File: src/rtl/vga_frame_reader_if.sv
// Read-request / read-data bus between the VGA frame reader (master) and frame memory (slave).
interface vga_frame_reader_if #(
  parameter int ADDR_W = 22
) ();
  logic              rd_req_valid;
  logic              rd_req_ready;
  logic [ADDR_W-1:0] rd_addr;
  logic              rd_data_valid;
  logic [23:0]       rd_data;

  modport master (
    output rd_req_valid,
    output rd_addr,
    input  rd_req_ready,
    input  rd_data_valid,
    input  rd_data
  );

  modport slave (
    input  rd_req_valid,
    input  rd_addr,
    output rd_req_ready,
    output rd_data_valid,
    output rd_data
  );
endinterface

File: src/rtl/vga_frame_reader.sv
// Prefetches frame-memory pixels into a small FIFO under a credit limit and feeds them to the
// display one cycle after each display-enable; a frame that underflows is flushed and restarted at 0.
module vga_frame_reader #(
  parameter int H_PIXELS   = 1920,
  parameter int V_PIXELS   = 1200,
  parameter int ADDR_W     = 22,
  parameter int FIFO_DEPTH = 16
) (
  input  logic               pixel_clk,
  input  logic               reset,
  input  logic               disp_ena,
  input  logic [11:0]        column,
  input  logic [11:0]        row,
  input  logic               h_sync_in,
  input  logic               v_sync_in,
  vga_frame_reader_if.master mem,
  output logic [7:0]         red,
  output logic [7:0]         green,
  output logic [7:0]         blue,
  output logic               h_sync_out,
  output logic               v_sync_out,
  output logic               disp_ena_out,
  output logic               underflow,
  output logic               overflow_err
);

  localparam int PTR_W = $clog2(FIFO_DEPTH);
  localparam int CNT_W = PTR_W + 1;
  localparam logic [ADDR_W-1:0] LAST_ADDR = ADDR_W'(H_PIXELS * V_PIXELS - 1);
  localparam logic [11:0]       LAST_COL  = 12'(H_PIXELS - 1);
  localparam logic [11:0]       LAST_ROW  = 12'(V_PIXELS - 1);
  localparam logic [CNT_W-1:0]  DEPTH_C   = CNT_W'(FIFO_DEPTH);

  typedef enum logic [0:0] {
    FETCH = 1'b0,
    FLUSH = 1'b1
  } state_e;

  state_e            state_q, state_d;
  logic [ADDR_W-1:0] rd_addr_q, rd_addr_d;
  logic              req_valid_q, req_valid_d;
  logic [CNT_W-1:0]  outst_q, outst_d;
  logic [CNT_W-1:0]  count_q, count_d;
  logic [PTR_W-1:0]  wr_ptr_q, wr_ptr_d;
  logic [PTR_W-1:0]  rd_ptr_q, rd_ptr_d;
  logic [23:0]       fifo_mem_q [FIFO_DEPTH];
  logic              frame_bad_q, frame_bad_d;
  logic              underflow_q, underflow_d;
  logic              overflow_q, overflow_d;
  logic              ignore_q;
  logic [23:0]       pixel_q, pixel_d;
  logic              de_q, hs_q, vs_q;

  logic fifo_empty_s, fifo_full_s, accept_s, rsp_s;
  logic push_s, pop_s, uf_evt_s, frame_end_s;

  // Handshake and FIFO event decode; a response in the first cycle after reset is ignored.
  always_comb begin
    fifo_empty_s = (count_q == '0);
    fifo_full_s  = (count_q == DEPTH_C);
    accept_s     = req_valid_q & mem.rd_req_ready;
    rsp_s        = mem.rd_data_valid & ~ignore_q;
    frame_end_s  = disp_ena & (column == LAST_COL) & (row == LAST_ROW);
    push_s       = (state_q == FETCH) & rsp_s & ~fifo_full_s;
    pop_s        = (state_q == FETCH) & disp_ena & ~fifo_empty_s;
    uf_evt_s     = disp_ena & ((state_q == FLUSH) | fifo_empty_s);
  end

  // Next-state logic for the fetch/flush machine, counters, pointers and pixel output.
  always_comb begin
    state_d     = state_q;
    rd_addr_d   = rd_addr_q;
    outst_d     = outst_q;
    wr_ptr_d    = push_s ? wr_ptr_q + PTR_W'(1) : wr_ptr_q;
    rd_ptr_d    = pop_s ? rd_ptr_q + PTR_W'(1) : rd_ptr_q;
    count_d     = count_q + CNT_W'(push_s) - CNT_W'(pop_s);
    frame_bad_d = frame_bad_q | uf_evt_s;
    underflow_d = underflow_q | uf_evt_s;
    overflow_d  = overflow_q | ((state_q == FETCH) & rsp_s & fifo_full_s);
    pixel_d     = pop_s ? fifo_mem_q[rd_ptr_q] : 24'h000000;

    if (accept_s) begin
      rd_addr_d = (rd_addr_q == LAST_ADDR) ? '0 : rd_addr_q + ADDR_W'(1);
    end else begin
      rd_addr_d = rd_addr_q;
    end

    // A return with nothing outstanding cannot drive the count below zero.
    if (accept_s && !rsp_s) begin
      outst_d = outst_q + CNT_W'(1);
    end else if (!accept_s && rsp_s && (outst_q != '0)) begin
      outst_d = outst_q - CNT_W'(1);
    end else begin
      outst_d = outst_q;
    end

    case (state_q)
      FETCH: begin
        if (frame_end_s) begin
          if (frame_bad_d) begin
            state_d = FLUSH;
          end else begin
            frame_bad_d = 1'b0;
          end
        end else begin
          state_d = FETCH;
        end
      end
      FLUSH: begin
        wr_ptr_d = '0;
        rd_ptr_d = '0;
        count_d  = '0;
        if (outst_q == '0) begin
          rd_addr_d   = '0;
          frame_bad_d = 1'b0;
          state_d     = FETCH;
        end else begin
          state_d = FLUSH;
        end
      end
      default: begin
        state_d = FETCH;
      end
    endcase

    req_valid_d = (state_d == FETCH) &&
                  (({1'b0, count_d} + {1'b0, outst_d}) < {1'b0, DEPTH_C});
  end

  // State, counters, sticky flags and the one-cycle display pipeline.
  always_ff @(posedge pixel_clk) begin
    if (reset) begin
      state_q     <= FETCH;
      rd_addr_q   <= '0;
      req_valid_q <= 1'b0;
      outst_q     <= '0;
      count_q     <= '0;
      wr_ptr_q    <= '0;
      rd_ptr_q    <= '0;
      frame_bad_q <= 1'b0;
      underflow_q <= 1'b0;
      overflow_q  <= 1'b0;
      ignore_q    <= 1'b1;
      pixel_q     <= 24'h000000;
      de_q        <= 1'b0;
      hs_q        <= 1'b0;
      vs_q        <= 1'b0;
    end else begin
      state_q     <= state_d;
      rd_addr_q   <= rd_addr_d;
      req_valid_q <= req_valid_d;
      outst_q     <= outst_d;
      count_q     <= count_d;
      wr_ptr_q    <= wr_ptr_d;
      rd_ptr_q    <= rd_ptr_d;
      frame_bad_q <= frame_bad_d;
      underflow_q <= underflow_d;
      overflow_q  <= overflow_d;
      ignore_q    <= 1'b0;
      pixel_q     <= pixel_d;
      de_q        <= disp_ena;
      hs_q        <= h_sync_in;
      vs_q        <= v_sync_in;
    end
  end

  // FIFO storage; contents are only meaningful between the pointers.
  always_ff @(posedge pixel_clk) begin
    if (push_s) begin
      fifo_mem_q[wr_ptr_q] <= mem.rd_data;
    end
  end

  assign mem.rd_req_valid = req_valid_q;
  assign mem.rd_addr      = rd_addr_q;
  assign red              = pixel_q[23:16];
  assign green            = pixel_q[15:8];
  assign blue             = pixel_q[7:0];
  assign disp_ena_out     = de_q;
  assign h_sync_out       = hs_q;
  assign v_sync_out       = vs_q;
  assign underflow        = underflow_q;
  assign overflow_err     = overflow_q;

endmodule
File: src/flat_wrapper.sv
// flat-port wrapper written by rule: the top's interface ports become plain ports
module vga_frame_reader_flat 
#(
  parameter int H_PIXELS   = 1920,
  parameter int V_PIXELS   = 1200,
  parameter int ADDR_W     = 22,
  parameter int FIFO_DEPTH = 16
)
  (pixel_clk, reset, disp_ena, column, row, h_sync_in, v_sync_in, red, green, blue, h_sync_out, v_sync_out, disp_ena_out, underflow, overflow_err, mem_rd_req_valid, mem_rd_addr, mem_rd_req_ready, mem_rd_data_valid, mem_rd_data);
  vga_frame_reader_if #(.ADDR_W(ADDR_W)) mem_i ();
  input  logic pixel_clk;
  input  logic reset;
  input  logic disp_ena;
  input  logic [11:0] column;
  input  logic [11:0] row;
  input  logic h_sync_in;
  input  logic v_sync_in;
  output logic [7:0] red;
  output logic [7:0] green;
  output logic [7:0] blue;
  output logic h_sync_out;
  output logic v_sync_out;
  output logic disp_ena_out;
  output logic underflow;
  output logic overflow_err;
  output wire logic [$bits(mem_i.rd_req_valid)-1:0] mem_rd_req_valid;
  output wire logic [$bits(mem_i.rd_addr)-1:0] mem_rd_addr;
  input wire logic [$bits(mem_i.rd_req_ready)-1:0] mem_rd_req_ready;
  input wire logic [$bits(mem_i.rd_data_valid)-1:0] mem_rd_data_valid;
  input wire logic [$bits(mem_i.rd_data)-1:0] mem_rd_data;
  assign mem_rd_req_valid = mem_i.rd_req_valid;
  assign mem_rd_addr = mem_i.rd_addr;
  assign mem_i.rd_req_ready = mem_rd_req_ready;
  assign mem_i.rd_data_valid = mem_rd_data_valid;
  assign mem_i.rd_data = mem_rd_data;
  vga_frame_reader #(.H_PIXELS(H_PIXELS), .V_PIXELS(V_PIXELS), .ADDR_W(ADDR_W), .FIFO_DEPTH(FIFO_DEPTH)) u_core (.pixel_clk(pixel_clk), .reset(reset), .disp_ena(disp_ena), .column(column), .row(row), .h_sync_in(h_sync_in), .v_sync_in(v_sync_in), .mem(mem_i), .red(red), .green(green), .blue(blue), .h_sync_out(h_sync_out), .v_sync_out(v_sync_out), .disp_ena_out(disp_ena_out), .underflow(underflow), .overflow_err(overflow_err));
endmodule
File: config.mk
export PLATFORM = sky130hd
export DESIGN_NAME = vga_frame_reader_flat
export DESIGN_NICKNAME = d
export VERILOG_FILES = /design/src/rtl/vga_frame_reader_if.sv /design/src/rtl/vga_frame_reader.sv /design/src/flat_wrapper.sv
export SDC_FILE = /design/constraint.sdc
export NUM_CORES = 1
export LEC_CHECK = 0
export CAP_MARGIN = 10
export CORE_AREA = 2 2 132 263
export DETAILED_ROUTE_END_ITERATION = 7
export DIE_AREA = 0 0 134 265
export PLACE_DENSITY = 0.74
export SLEW_MARGIN = 5
export SYNTH_ARGS = -nofsm -noshare
export SYNTH_HDL_FRONTEND = slang
export SYNTH_SLANG_ARGS = --single-unit
export TNS_END_PERCENT = 1
File: constraint.sdc
create_clock -name pixel_clk -period 3.35 [get_ports pixel_clk]
set_input_delay 0.67 -clock pixel_clk [delete_from_list [all_inputs] [get_ports pixel_clk]]
set_output_delay 0.67 -clock pixel_clk [all_outputs]
set_load 0.05 [all_outputs]
Yosys cells after proc, flatten, opt, wreduce, memory -nomap -nowiden --
Memories as Yosys holds them, arrays and structs flattened. A register that Yosys moved wholly into a read port is not among the register bits. Index checks and enable logic that the tools add are counted.
Word-level totals: register bits after elaboration 49, bits in writable memories 384, output and inout bits 52, memories 1
Memory list:
- u_core.fifo_mem_q | depth 16, bits a word 24, rd ports 1, clocked after memory_dff 1, write ports 1, RTL line vga_frame_reader.sv:46 | logic [23:0] fifo_mem_q [FIFO_DEPTH];
Cells by class: add/sub/neg operators 8, $lt $le $gt $ge 1, equality and inequality tests 4, mux-type cells 17, bitwise logic cells 20, reductions and logical operators 11
Operator list (number):
- 22-bit 2-to-1 mux | 4
- 12-bit by 11-bit == test with 1-bit output, second input constant | 2
- 22-bit by 1-bit adder with 22-bit output, second input constant | 1
- 22-bit == test, second input constant | 1
- 5-bit 2-to-1 mux | 3
- 1-bit AND | 10
- 5-bit zero test | 2
- 4-bit by 1-bit adder with 4-bit output, second input constant | 2
- 1-bit 2-to-1 mux | 8
- 5-bit by 5-bit adder with 6-bit output | 1
- 6-bit by 5-bit less-than comparator with 1-bit output, second input constant | 1
- 1-bit inverter | 6
- 5-bit by 1-bit adder with 5-bit output | 1
- 5-bit by 1-bit adder with 5-bit output, second input constant | 1
- 5-bit == test, second input constant | 1
- 5-bit nonzero test | 1
- 5-bit by 1-bit subtractor with 5-bit output | 1
- 5-bit by 1-bit subtractor with 5-bit output, second input constant | 1
- 1-bit logical AND | 4
- 1-bit bitwise OR | 4
- 1-bit case mux with 2 select lines | 2
- 2-bit OR reduction | 2
- 1-bit zero test | 2

Longest topological paths before layout --
Gate-level depths: netlist of run 1.
word-level depth 10, depth in mapped cells 17, mapped depth without buffers 17

Worst setup path before layout of run 1 --
No wires, ideal clock.
path kind flip-flop to flip-flop, start register u_core.count_q[2], end memory u_core.fifo_mem_q[3][0], enable pin, library setup time 0.435 ns, data arrival time 2.957 ns, data required time 2.915 ns, path slack -0.042 ns, stages on the path, launching flop included 7, path buffers 0, period minus slack after synthesis 3.392 ns, cells stage by stage dfxtp_1 inv_1 ha_1 and4bb_2 nor3_4 nand2_1 nor3_1
On the way: word-level cells in the longest chain between the ends 5
Ends and longest elaborated chain:
- start, declared | RTL line vga_frame_reader.sv:43 | logic [CNT_W-1:0] count_q, count_d;
- start signal, assigned | RTL line vga_frame_reader.sv:153 | count_q <= count_d;
- 5-bit == test | RTL line vga_frame_reader.sv:60 | fifo_full_s = (count_q == DEPTH_C);
- 1-bit inverter | RTL line vga_frame_reader.sv:64 | push_s = (state_q == FETCH) & rsp_s & ~fifo_full_s;
- 1-bit AND | RTL line vga_frame_reader.sv:64
- net u_core.push_s | RTL line vga_frame_reader.sv:55 | logic push_s, pop_s, uf_evt_s, frame_end_s;
- 1-bit 2-to-1 mux | RTL line vga_frame_reader.sv:169 | if (push_s) begin
- 1-bit 2-to-1 mux (not written as such) | RTL line vga_frame_reader.sv:170 | fifo_mem_q[wr_ptr_q] <= mem.rd_data;
- end, declared | RTL line vga_frame_reader.sv:46
The timed path passes the listed nets, and every way through them passes these cells.

Worst setup path in the final report of run 1 --
start register u_core.count_q[3], end register u_core.req_valid_q, in the netlist u_core.mem.rd_req_valid
On the way: word-level cells in the longest chain between the ends 9, elaborated cells between the ends (all ways) 19, classes of those cells 3 x add/sub; 1 x order compare; 1 x eq/ne; 4 x mux; 8 x bitwise; 2 x reduce/logical
Ends and longest elaborated chain:
- 5-bit == test | RTL line vga_frame_reader.sv:60
- 1-bit inverter | RTL line vga_frame_reader.sv:64
- 1-bit AND | RTL line vga_frame_reader.sv:64
- 5-bit by 1-bit adder with 5-bit output | RTL line vga_frame_reader.sv:76 | count_d = count_q + CNT_W'(push_s) - CNT_W'(pop_s);
- 5-bit by 1-bit subtractor with 5-bit output * | RTL line vga_frame_reader.sv:76
- 5-bit 2-to-1 mux * | RTL line vga_frame_reader.sv:97 | case (state_q)
- net u_core.count_d[4] | RTL line vga_frame_reader.sv:43
- 5-bit by 5-bit adder with 6-bit output * | RTL line vga_frame_reader.sv:127 | (({1'b0, count_d} + {1'b0, outst_d}) < {1'b0, DEPTH_C});
- 6-bit by 5-bit less-than comparator with 1-bit output * | RTL line vga_frame_reader.sv:127
- 1-bit logical AND * | RTL line vga_frame_reader.sv:126 | req_valid_d = (state_d == FETCH) &&
- end signal, assigned | RTL line vga_frame_reader.sv:151 | req_valid_q <= req_valid_d;
- end, declared | RTL line vga_frame_reader.sv:41 | logic req_valid_q, req_valid_d;
Mark *: on every way through the listed nets, which the timed path passes. The rest lies on a longest branch. A chain may end at the register's enable or synchronous reset.

==> insert_results.sql, run 1 <==
INSERT INTO impl_metrics (metric_group, metric, value, unit) VALUES
('power_and_ir_drop', 'comb_power_share', '18.9', '%'),
('place', 'post_detailed_placement_cell_area', '0.0196', 'mm²'),
('timing', 'min_period', '3020', 'ps'),
('timing', 'slew_violations', '0', ''),
('finish', 'post_route_cells_drive_above_1_share', '21.9', '%'),
('setup_path', 'rr_endpoint', 'u_core.mem.rd_req_valid', ''),
('logic_synthesis', 'yosys-top-cells-count', 'edfxtp_1 (384), mux4_2 (96), dfxtp_1 (73)', ''),
('grt', 'gr-usage-all-layers', '22.0', '%'),
('place', 'place_ws', '-368', 'ps'),
('logic_synthesis', 'post-synth-top-count-cell', 'edfxtp_1', ''),
('timing', 'fraction_of_the_cycle_the_final_worst_path_needs', '90.1', '%'),
('route', 'drt_iter0_drc', '704', ''),
('run', 'max-cap-violations', '0', ''),
('floorplan', 'core', '0.0334', 'mm²'),
('timing', 'report.final.setup_viol', '0', ''),
('timing', 'fmaxAchievable', '0.331', 'GHz'),
('logic_synthesis', 'yosys_warnings', '0', ''),
('min_path', 'whs_path_depth', '2', ''),
('power_and_ir_drop', 'p_per_area', '657', 'mW/mm²'),
('setup_path', 'critical_path.most_common_cell', 'nor2_1', ''),
('logic_synthesis', 'synthTopCellsByArea', 'edfxtp_1 (65%), mux4_2 (12%), dfxtp_1 (8.3%), mux2i_1 (2.9%), nor2_1 (1.3%)', ''),
('power_and_ir_drop', 'p_int', '10.3', 'mW'),
('logic_synthesis', 'number_of_enable_type_register_cells_in_the_synthesized_netlist', '384', ''),
('cts', 'clock_tree.root_cell', 'clkbuf_16', ''),
('timing', 'max_transition_margin', '48.6', '%'),
('timing', 'worstMarginPinSlew', '770', 'ps'),
('floorplan', 'rows', '95', ''),
('timing', 'setup_slack', '333', 'ps'),
('power_and_ir_drop', 'sw_frac_of_total', '25.1', '%'),
('logic_synthesis', 'ys_types', '45', ''),
('floorplan', 'die_w', '134', 'µm'),
('setup_path', 'critical_path.reg2reg.startpoint', 'u_core.count_q[3]', ''),
('setup_path', 'critPathMaxFanout', '2', ''),
('route', 'drt_drc_violations_left', '0', ''),
('setup_path', 'worst_ep_arrival_time', '3470', 'ps'),
('setup_path', 'worst_setup_path_end_kind', 'flip-flop', ''),
('finish', 'flow.area_growth_from_synthesis', '19.0', '%'),
('setup_path', 'critical_path.cell_chain', 'inv_1 -> ha_2 -> nor4b_4 -> nor3_2 -> nand2b_1 -> nand2_1 -> ha_1 -> fa_2 -> a21oi_1 -> nor2_1 -> nor2_1 -> xnor2_1 -> nor2_1 -> ha_1 -> nor4_2 -> o21ai_1 -> a211oi_2', ''),
('grt', 'number_of_global_route_vias_before_repair', '9671', ''),
('cts', 'tritoncts_num_sinks', '457', ''),
('min_path', 'min-delay-start', 'u_core.frame_bad_q', ''),
('place', 'detailedPlacementHpwl', '22600', 'µm'),
('grt', 'initial_antenna_violation_count', '1', ''),
('outcome', 'outcome', 'finished, final reports clean', ''),
('cts', 'cts_made_buffers', '38', ''),
('cts', 'cts.reportedPaths.clkPinSlew', '70', 'ps'),
('grt', 'total_congestion_overflow', '0', ''),
('grt', 'largest_net_degree_at_the_start_of_global_routing', '54', ''),
('setup_path', 'reg2reg_slack', '330', 'ps'),
('logic_synthesis', 'postSynthCellCount', '920', ''),
('power_and_ir_drop', 'irDropWorstVdd', '0.470', 'mV'),
('logic_synthesis', 'synth_nets', '993', ''),
('timing', 'rsz0062_at_grt', 'no', ''),
('floorplan', 'die-height', '265', 'µm'),
('timing', 'timing.clock.skew', '16.4', 'ps'),
('power_and_ir_drop', 'cellLeakagePower', '6.66', 'nW'),
('setup_path', 'worstRegToRegCells', '17', ''),
('power_and_ir_drop', 'power.net_switching', '3.46', 'mW'),
('setup_path', 'critPathLaunchType', 'flip-flop', ''),
('cts', 'cts_max_level', '2', ''),
('cts', 'tritoncts_clock_tree', 'built', ''),
('cts', 'clk_path_buf_depth', '3', ''),
('route', 'vias_per_cell', '5.82', ''),
('place', 'io_buffer_count', '106', ''),
('timing', 'timing_hold_violations_final', '0', ''),
('route', 'antenna_violating_nets_post_route', '0', ''),
('cts', 'clkLatencyLatePin', '540', 'ps'),
('setup_path', 'path_class', 'flip-flop to flip-flop', ''),
('floorplan', 'ios', '107', ''),
('grt', 'grt_first_pass_wirelength', '56900', 'µm'),
('setup_path', 'cp_slowest_stage_delay', '370', 'ps');
==> logic make-up (layout without fill, tap and decap cells) <==
kind of cell             after synthesis  count (layout)  synth area share, %
flip-flops                           457             457                 73.7
buffers and inverters                 57             239                 1.63
adder cells (fa/ha/maj)               18              18                 1.32
AO/OA/AOI/OAI                         44              44                 1.53
multiplexers                         147             147                 15.2
other                                  0               1                    0
AND/OR/NAND/NOR                      162             162                 4.88
XOR/XNOR                              35              35                 1.74
==> through the flow <==
stage          utilization (%)  TNS (ps)  total power [mW]  hold WS, ps  std cells
2_1_floorplan                -      -563              8.51          425        920
3_3_place_gp              58.7      -246              9.20          444       1467
3_5_place_dp              58.7      -368              9.25          457       1467
4_1_cts                   62.7         0              13.9          475       1537
5_1_grt                   62.8         0              14.3          491       1539
6_report                  62.8         0              13.8          471       1539
==> registers in the layout, indices dropped and copies added (netlist names) <==
name,count
u_core.v_sync_out,1
u_core.overflow_err,1
u_core.fifo_mem_q,384
u_core.frame_bad_q,1
u_core.state_q,1
u_core.disp_ena_out,1
u_core.wr_ptr_q,4
u_core.ignore_q,1
u_core.rd_ptr_q,4
u_core.h_sync_out,1
u_core.mem.rd_addr,22
u_core.outst_q,5
u_core.underflow,1
u_core.pixel_q,24
u_core.count_q,5
u_core.mem.rd_req_valid,1
==> how the worst max path moves through the flow <==
stage                            from                      end  cells after the start
floorplan           u_core.count_q[2]  u_core.fifo_mem_q[0][0]                      6
CTS                 u_core.count_q[3]  u_core.mem.rd_req_valid                     17
global route        u_core.count_q[3]  u_core.mem.rd_req_valid                     17
finish              u_core.count_q[3]  u_core.mem.rd_req_valid                     17
global placement             disp_ena  u_core.mem.rd_req_valid                     16
detailed placement           disp_ena  u_core.mem.rd_req_valid                     16
==> metal layers <==
layer	vias to the layer above	part of all wire, %	track usage [%]
met3	77	5.6	2.98
li1	3956	-	-
met4	0	3.8	9.37
met5	-	0	0
met2	331	57	42.3
met1	4588	34	23.6
==> critical path: cells and delay by family (launching register included) <==
kind            cells  cell delay, ps
fa+ha+maj           4            1000
flops               1             320
simple gates        8             960
buf+inv             1              90
compound gates      3             410
xor+xnor            1             150
==> cell type report <==
cell class,instances,area (µm²)
fill,2306,12400
timing repair buffer,154,1560
tap,436,546
clock inverter,23,278
multi-input combinational,406,4490
antenna,1,2.50
clock buffer,46,1030
sequential,457,13000
inverter,16,60.1
==> placed cells by master (no fill, tap or decap), types with 5 or more instances in the layout <==
cell type / count
a21oi_1: 10
buf_12: 11
buf_4: 37
bufinv_16: 6
clkbuf_16: 39
clkdlybuf4s50_1: 106
clkinv_2: 8
dfxtp_1: 70
edfxtp_1: 384
ha_1: 16
inv_1: 16
mux2i_1: 51
mux4_2: 96
nand2_1: 27
nand2b_1: 6
nand3_1: 8
nand4_1: 10
nor2_1: 50
nor2_4: 12
nor2b_1: 8
nor3_1: 7
nor3_2: 6
nor4_1: 5
o22ai_1: 25
xnor2_1: 15
xor2_1: 20
==> what timing repair did <==
| action | in CTS | in global routing |
|---|---|---|
| resized for setup | 1 | 6 |
| hold buffers | 0 | 0 |
| buffers inserted | 1 | 1 |
| pin swaps | 0 | 4 |
| endpoints found under the setup margin | 1 | 1 |
==> power groups by stage <==
stage               Combinational (mW)  Clock, mW  Sequential, mW
global placement                  2.53          0            6.67
finish                            2.60       4.62            6.56
CTS                               2.60       4.70            6.56
detailed placement                2.57          0            6.68
global route                      2.80       4.88            6.58
floorplan                         1.75          0            6.75
Power figures use the tool's default switching activity.
==> run 2, diff against run 1 <==
--- a/config.mk
+++ b/config.mk
@@ -6,10 +6,11 @@
 export NUM_CORES = 1
 export LEC_CHECK = 0
 export CAP_MARGIN = 10
-export CORE_AREA = 2 2 132 263
+export CORE_AREA = 2 2 204 166
+export CTS_BUF_LIST = sky130_fd_sc_hd__clkbuf_4 sky130_fd_sc_hd__clkbuf_8
 export DETAILED_ROUTE_END_ITERATION = 7
-export DIE_AREA = 0 0 134 265
-export PLACE_DENSITY = 0.74
+export DIE_AREA = 0 0 206 168
+export PLACE_DENSITY = 0.76
 export SLEW_MARGIN = 5
 export SYNTH_ARGS = -nofsm -noshare
 export SYNTH_HDL_FRONTEND = slang
==> insert_results.sql, run 2 (same netlist as run 1, synthesis figures left out) <==
INSERT INTO impl_metrics (metric_group, metric, value, unit) VALUES
('outcome', 'outcome', 'finished, final reports clean', ''),
('timing', 'timing_hold_violations_final', '0', ''),
('floorplan', 'die-height', '168', 'µm'),
('setup_path', 'critPathLaunchType', 'flip-flop', ''),
('floorplan', 'dieArea', '0.0346', 'mm²'),
('setup_path', 'path_delay_family', 'adder cells', ''),
('timing', 'setup_slack', '310', 'ps'),
('finish', 'filler_cell_count', '2233', ''),
('setup_path', 'critical_path.reg2reg.startpoint', 'u_core.count_q[3]', ''),
('power_and_ir_drop', 'cellLeakagePower', '6.76', 'nW'),
('setup_path', 'rr_endpoint', 'u_core.mem.rd_req_valid', ''),
('route', 'routed-via-count', '9034', ''),
('setup_path', 'worst_setup_path_end_kind', 'flip-flop', ''),
('cts', 'tritoncts_clock_tree', 'built', ''),
('cts', 'cts_made_buffers', '68', ''),
('grt', 'total_congestion_overflow', '0', ''),
('cts', 'cts_max_level', '3', ''),
('setup_path', 'critical_path.slowest_cell', 'fa_2', ''),
('timing', 'report.final.setup_viol', '0', ''),
('place', 'post_detailed_placement_cell_area', '0.0195', 'mm²'),
('route', 'vias_per_cell', '5.68', ''),
('timing', 'fmaxAchievable', '0.329', 'GHz'),
('grt', 'initial_antenna_violation_count', '0', ''),
('power_and_ir_drop', 'total_power', '13.9', 'mW'),
('setup_path', 'timing.critical_path.buf_inv', '1', ''),
('grt', 'grt_first_pass_wirelength', '54600', 'µm'),
('finish', 'max_flop_register', 'u_core.fifo_mem_q', ''),
('setup_path', 'critical_path.cell_chain', 'inv_1 -> ha_2 -> nor4b_4 -> nor3_2 -> nand2b_1 -> nand2_1 -> ha_2 -> fa_2 -> a21oi_2 -> nor2_1 -> nor2_1 -> xnor2_1 -> nor2_1 -> ha_1 -> nor4_2 -> o21ai_1 -> a211oi_1', ''),
('run', 'max-cap-violations', '0', ''),
('route', 'drt_iter0_drc', '821', ''),
('place', 'place_ws', '-254', 'ps'),
('cts', 'cts.reportedPaths.clkPinSlew', '60', 'ps'),
('grt', 'number_of_global_route_vias_before_repair', '9345', ''),
('floorplan', 'ios', '107', ''),
('route', 'antenna_violating_nets_post_route', '0', ''),
('setup_path', 'crit_path_end', 'u_core.mem.rd_req_valid', ''),
('min_path', 'worstHoldPathType', 'flip-flop to flip-flop', ''),
('floorplan', 'core', '0.0329', 'mm²'),
('setup_path', 'worstRegToRegCells', '17', ''),
('place', 'io_buffer_count', '106', ''),
('finish', 'final_cell_mix', 'edfxtp_1 (384), clkdlybuf4s50_1 (106), mux4_2 (96)', ''),
('setup_path', 'crit_start', 'u_core.count_q[3]', ''),
('timing', 'max_transition_margin', '29.0', '%'),
('setup_path', 'worst_ep_arrival_time', '3560', 'ps'),
('floorplan', 'initial_core_utilization', '53.6', '%'),
('floorplan', 'rows', '60', ''),
('place', 'detailedPlacementHpwl', '20700', 'µm'),
('finish', 'layout_commonest_cell', 'edfxtp_1', ''),
('place', 'gp_routability_congestion', '0.790', ''),
('setup_path', 'cp_slowest_stage_delay', '400', 'ps'),
('timing', 'timing.clock.skew', '25.6', 'ps'),
('timing', 'slew_violations', '0', ''),
('floorplan', 'die_w', '206', 'µm'),
('cts', 'clock_tree.root_cell', 'clkbuf_8', ''),
('setup_path', 'worst-path-stages', '17', ''),
('timing', 'min_period', '3040', 'ps'),
('setup_path', 'reg2reg_slack', '310', 'ps'),
('finish', 'largest_reg_flops', '384', ''),
('setup_path', 'critPathMaxFanout', '3', ''),
('timing', 'finalSetupTns', '0', 'ps'),
('finish', 'flow.area_growth_from_synthesis', '19.0', '%'),
('route', 'drt_pass1_iterations', '5', ''),
('cts', 'clk_path_buf_depth', '3', ''),
('power_and_ir_drop', 'p_per_area', '661', 'mW/mm²'),
('finish', 'multi_input_area', '0.00445', 'mm²'),
('setup_path', 'critical_path.most_common_cell', 'nor2_1', ''),
('finish', 'post_route_cells_drive_above_1_share', '25.8', '%'),
('timing', 'worstMarginPinSlew', '1060', 'ps'),
('grt', 'largest_net_degree_at_the_start_of_global_routing', '52', ''),
('setup_path', 'path_class', 'flip-flop to flip-flop', ''),
('grt', 'gr-usage-all-layers', '21.3', '%'),
('finish', 'register_area', '0.0130', 'mm²'),
('place', 'number_of_placed_cells_counting_well_taps', '1463', ''),
('finish', 'final_area', '0.0210', 'mm²'),
('finish', 'finalNonFillerCells', '1590', ''),
('finish', 'finalNetCount', '1174', ''),
('route', 'drt_drc_violations_left', '0', ''),
('cts', 'tritoncts_num_sinks', '457', ''),
('finish', 'antenna-diode-count', '0', ''),
('route', 'drt-wirelength-per-cell', '22.2', 'µm'),
('power_and_ir_drop', 'irDropWorstVdd', '0.471', 'mV'),
('cts', 'clkLatencyLatePin', '620', 'ps'),
('timing', 'fraction_of_the_cycle_the_final_worst_path_needs', '90.7', '%'),
('min_path', 'min-delay-start', 'u_core.underflow', ''),
('route', 'drt-total-wl', '35300', 'µm'),
('setup_path', 'critical_path_required', '3870', 'ps');
run 2: changes by cell type in the layout (fill, tap and decap cells not counted), sizes merged:
cell,delta
clkinv,-1
diode,-1
buf,-2
bufinv,-4
clkinvlp,-2
inv,+3
clkbuf,+60
run 2: per-stage QoR:
step / util [%] / hold slack, ps
5_1_grt: 63.8 / 523
6_report: 63.8 / 485
4_1_cts: 63.6 / 492
3_3_place_gp: 59.2 / 444
3_5_place_dp: 59.2 / 467
2_1_floorplan: - / 425
run 2: layer usage:
layer  part of all wire (%)  global-route usage (%)  wire length [µm]  vias up
li1                       -                       -                 -     4040
met1                     44                    30.9             15400     4620
met2                     48                    33.0             17000      315
met3                    6.4                    4.55              2260       59
met4                    1.9                    6.18               674        0
met5                      0                       0                 0        -
run 2: layout make-up:
cell class / instances / area share, %
clock buffers: 106 / 6.18
flip-flops and latches: 457 / 62.0
clock inverters: 19 / 0.799
inverters: 16 / 0.286
multi-input cells: 406 / 21.2
well taps: 434 / 2.59
repair buffers: 152 / 6.94
run 2: worst min-delay path by stage:
| stage | end | cells past startpoint |
|---|---|---|
| final | u_core.underflow | 2 |
| after global placement | u_core.frame_bad_q | 2 |
| after detailed placement | u_core.frame_bad_q | 2 |
| after CTS | u_core.underflow | 2 |
| after global routing | u_core.frame_bad_q | 2 |
| after floorplan | u_core.frame_bad_q | 2 |
run 2: timing repair:
| item | CTS | global route |
|---|---|---|
| gates resized for setup | 0 | 8 |
| setup endpoints to repair | 0 | 1 |
| buffers inserted | 0 | 2 |
| hold buffers | 0 | 0 |
run 2: worst min-delay path: stages, from the launching register on:
cell	delay, ps
dfxtp_1	330
a21oi_1	50
nor2_1	70
run 2: report_power, final:
part | internal, mW | switching (mW)
clock network | 2.65 | 2.09
logic | 1.28 | 1.26
registers | 6.33 | 0.237
total | 10.3 | 3.59
